[src/rtl/dmem_arbiter.sv]
// Data-memory port arbiter between the MEM stage and a DMA loader.
// Define DMEM_ARB_RR_EN for round-robin idle contention (default: CPU priority).
module dmem_arbiter #(
  parameter int MAX_BURST = 4
) (
  input  logic        clk,
  input  logic        rst,
  input  logic        cpu_req,
  input  logic        cpu_we,
  input  logic [31:0] cpu_addr,
  input  logic [31:0] cpu_wdata,
  output logic [31:0] cpu_rdata,
  output logic        cpu_stall,
  input  logic        dma_req,
  input  logic        dma_we,
  input  logic        dma_last,
  input  logic [31:0] dma_addr,
  input  logic [31:0] dma_wdata,
  output logic        dma_gnt,
  output logic [31:0] dma_rdata,
  output logic        mem_memrw,
  output logic [31:0] mem_address,
  output logic [31:0] mem_data_write,
  input  logic [31:0] mem_data_read
);

  typedef enum logic {
    IDLE,
    DMA_BURST
  } state_t;

  localparam logic [3:0] MAX = 4'(MAX_BURST);

  state_t     state, state_n;
  logic [3:0] beat, beat_n;
  logic       last_dma, last_dma_n;
  logic       cpu_gnt;
  logic       cpu_win;

  // A burst always ends with last_dma set, so both policies hand the
  // next idle contention to the CPU: that is the forced yield.
`ifdef DMEM_ARB_RR_EN
  assign cpu_win = cpu_req & (~dma_req | last_dma);
`else
  assign cpu_win = cpu_req;
`endif

  always_comb begin
    state_n    = state;
    beat_n     = beat;
    last_dma_n = last_dma;
    cpu_gnt    = 1'b0;
    dma_gnt    = 1'b0;
    if (!rst) begin
      unique case (state)
        IDLE: begin
          if (cpu_win) begin
            cpu_gnt    = 1'b1;
            last_dma_n = 1'b0;
            beat_n     = 4'd0;
          end else if (dma_req) begin
            dma_gnt    = 1'b1;
            last_dma_n = 1'b1;
            if (dma_last || MAX == 4'd1) begin
              beat_n = 4'd0;
            end else begin
              beat_n  = 4'd1;
              state_n = DMA_BURST;
            end
          end
        end
        DMA_BURST: begin
          if (dma_req) begin
            dma_gnt = 1'b1;
            if (dma_last || (beat + 4'd1) >= MAX) begin
              state_n = IDLE;
              beat_n  = 4'd0;
            end else begin
              beat_n = beat + 4'd1;
            end
          end else begin
            state_n = IDLE;
            beat_n  = 4'd0;
          end
        end
        default: begin
          state_n = IDLE;
          beat_n  = 4'd0;
        end
      endcase
    end
  end

  always_ff @(posedge clk) begin
    if (rst) begin
      state    <= IDLE;
      beat     <= 4'd0;
      last_dma <= 1'b1;
    end else begin
      state    <= state_n;
      beat     <= beat_n;
      last_dma <= last_dma_n;
    end
  end

  assign mem_memrw = cpu_gnt ? cpu_we :
                     dma_gnt ? dma_we : 1'b0;
  assign mem_address = cpu_gnt ? cpu_addr :
                       dma_gnt ? dma_addr : 32'd0;
  assign mem_data_write = cpu_gnt ? cpu_wdata :
                          dma_gnt ? dma_wdata : 32'd0;

  assign cpu_rdata = mem_data_read;
  assign dma_rdata = mem_data_read;
  assign cpu_stall = cpu_req & ~cpu_gnt;

endmodule

[config.mk]
export PLATFORM = sky130hd
export DESIGN_NAME = dmem_arbiter
export DESIGN_NICKNAME = d
export VERILOG_FILES = /design/src/rtl/dmem_arbiter.sv
export SDC_FILE = /design/constraint.sdc
export NUM_CORES = 1
export LEC_CHECK = 0
export ABC_AREA = 1
export CAP_MARGIN = 20
export CORE_AREA = 10 10 108 110
export CTS_CLUSTER_DIAMETER = 40
export DETAILED_ROUTE_END_ITERATION = 12
export DIE_AREA = 0 0 118 120
export DONT_BUFFER_PORTS = 1
export GPL_ROUTABILITY_DRIVEN = 0
export GPL_TIMING_DRIVEN = 0
export MAX_ROUTING_LAYER = met4
export PLACE_DENSITY = 0.3
export SETUP_SLACK_MARGIN = 0.02
export SYNTH_ARGS = -nofsm -noshare
export SYNTH_HDL_FRONTEND = slang
export SYNTH_SLANG_ARGS = --single-unit
[constraint.sdc]
create_clock -name clk -period 3.1 [get_ports clk]
set_clock_uncertainty 0.05 [all_clocks]
set_input_delay 0.465 -clock clk [delete_from_list [all_inputs] [get_ports clk]]
set_output_delay 0.465 -clock clk [all_outputs]
set_load 0.005 [all_outputs]
==> impl_metrics.json <==
{
  "status": "completed",
  "cp.buffers_inverters": 4,
  "max_slew_margin": 0.734,
  "die_area_mm2": 0.0142,
  "start_util": 0.150,
  "drc": 0,
  "synthesis.nets": 356,
  "syn_inst": 188,
  "ir_worst_vdd_mv": 0.148,
  "ctsHoldBuffers": 0,
  "track_usage": 0.105,
  "slew_violations": 0,
  "period_share": 0.626,
  "io_buffers": 0,
  "fin_util": 0.172,
  "clk_pin_slew_ns": 0.04,
  "r2r-end": "beat[1]",
  "crit_path_cell_trace": "inv_1, nand3_1, inv_2, buf_6, buf_2, a22o_1",
  "netlist_area_mm2": 0.00143,
  "dieHeight_um": 120,
  "root_buffer": "clkbuf_8",
  "grt_pass1_wl_mm": 11.7,
  "gr-usage-met1": 0.103,
  "ys_ff_latch": 5,
  "final_antenna_net_count": 0,
  "die_w_um": 118,
  "grt-ovfl-total": 0,
  "share_seq_of_total_power": 0.173,
  "post_cts_resized": 0,
  "maxCapViolCount": 0,
  "cpLargestDelayFamily": "buffers and inverters",
  "setup-tns-final_ns": 0,
  "clkLatencyLatePin_ns": 0.23,
  "startpoint": "state",
  "ff2ff_setup_slack_ns": 1.89,
  "start_kind": "flop",
  "worst-path-stages": 6,
  "htreeDepth": 1,
  "setup_viol": 0,
  "required_ns": 2.58,
  "hold_class": "in2reg",
  "final_layout_size_suffix_gt1_frac": 0.432,
  "nets": 361,
  "yosys_warnings": 0,
  "final_common_cell": "a22o_1",
  "cts_buffer_depth": 2,
  "finalHoldViolCount": 0,
  "synth_cell_types": 17,
  "period_needed_ns": 1.94,
  "vias_per_cell": 4.53,
  "grt_busiest_layer": "met2",
  "placementRows": 36,
  "p_int_uw": 259,
  "area_growth_pct": 14.7,
  "p_sw_frac": 0.338,
  "rr_startpoint": "beat[0]",
  "critPathKind": "reg2out",
  "max_freq_ghz": 0.515,
  "cp-endpoint": "mem_data_write[8]",
  "grt_max_degree": 11,
  "final_cell_mix": "65 x a22o_1, 64 x buf_4, 8 x inv_1, 8 x nand2_1",
  "clkSinkCount": 5,
  "wl_per_cell_um": 26.5,
  "combPwrFrac": 0.508,
  "tritoncts": "done",
  "slowest_delay_ns": 0.39,
  "numCtsBuffers": 3,
  "leakage_nw": 0.761,
  "post_cts_buffers": 0,
  "use_met3": 0.0413,
  "io_pins": 298,
  "drt_iter0_drc": 66,
  "clockPowerShare": 0.319,
  "grt_pass1_vias": 1662,
  "drt_wl_total_mm": 8.62,
  "switching_power_uw": 132,
  "cp.arrival_ns": 1.42,
  "r2r_cells": 7,
  "rsz0062_at_grt": "no",
  "met2_usage": 0.197,
  "path_max_fanout": 10,
  "totalPowerFinal_uw": 392,
  "synth-seq-area-share": 0.0698,
  "num_antenna_cells": 0,
  "via_count": 1472,
  "core-area_mm2": 0.00955,
  "drt-pass1-iter-count": 5,
  "power_density_mw_per_mm2": 238,
  "tightestPinTransition_ns": 0.399,
  "end_kind": "output pin",
  "cp_slowest_cell": "dfxtp_1",
  "antenna_found_initial": 0,
  "synth_area_per_cell_um2": 7.63,
  "dpl.hpwl_mm": 7.88
}
## flip-flops by register name (all words and copies together), names as in the netlist
signal  cells
beat        4
state       1
## worst min path at each step
stage / start / end / cells past startpoint
after floorplan: beat[3] / beat[3] / 2
after CTS: rst / beat[1] / 1
after detailed placement: beat[3] / beat[3] / 2
after global routing: rst / beat[1] / 1
after global placement: beat[3] / beat[3] / 2
final: rst / beat[1] / 1
## routing by layer
layer,share of wire,routed length (um)
met1,0.35,3040
met2,0.54,4660
met3,0.10,885
met4,0.0035,30
met5,0,0
## synth_stat cells
cell type  count  share of area
buf_2          6          0.021
clkbuf_1       2         0.0052
a22o_1        65           0.40
nor2_1         4          0.010
ha_1           1         0.0087
dfxtp_1        5          0.070
inv_1          8          0.021
nand3_1        6          0.021
nand2_1        8          0.021
nor3_1         4          0.014
nand4_1        1         0.0044
a21oi_1        2         0.0070
o21ai_1        1         0.0035
buf_6          6          0.047
inv_2          4          0.010
buf_4         64           0.34
o21ai_0        1         0.0035
## worst register-to-register path, cell delays in order, from the launching register on
cell and delay, ns:
dfxtp_1 0.39, ha_1 0.19, inv_1 0.04, nand2_1 0.05, nand2_1 0.05, nor2_1 0.16, nand3_1 0.10, a21oi_1 0.12
## final cells by class
class	count	area [um^2]
plain buffers	78	586
clock buffers	4	45.0
inverters	12	45.0
fillers	1087	7900
flip-flops and latches	5	100
well taps	133	166
multi-input cells	93	703
## power by group through the flow
stage / sequential [mW] / combinational (mW) / clock, mW
after floorplan: 0.0683 / 0.163 / 0
after global placement: 0.0688 / 0.209 / 0
after detailed placement: 0.0688 / 0.205 / 0
after CTS: 0.0678 / 0.206 / 0.126
after global routing: 0.0680 / 0.214 / 0.132
final: 0.0678 / 0.199 / 0.125
## cell families (layout without fill, tap and decap cells)
kind of cell / count (synthesis) / count (layout) / share of synthesized area
adders and majority gates: 1 / 1 / 0.00872
DFF: 5 / 5 / 0.0698
buffers and inverters: 90 / 94 / 0.440
AOI/OAI and AO/OA: 69 / 69 / 0.411
and+or+nand+nor: 23 / 23 / 0.0707
## metrics by stage
| stage | setup slack [ns] | area, um^2 | hold WS (ns) | std cells |
|---|---|---|---|---|
| 6_report | 1.16 | 1650 | 0.252 | 325 |
| 5_1_grt | 1.02 | 1650 | 0.256 | 325 |
| 4_1_cts | 1.12 | 1650 | 0.252 | 325 |
| 3_5_place_dp | 1.21 | 1600 | 0.413 | 321 |
| 3_3_place_gp | 1.21 | 1600 | 0.415 | 321 |
| 2_1_floorplan | 1.47 | 1430 | 0.387 | 188 |
Power figures use the tool's default switching activity.
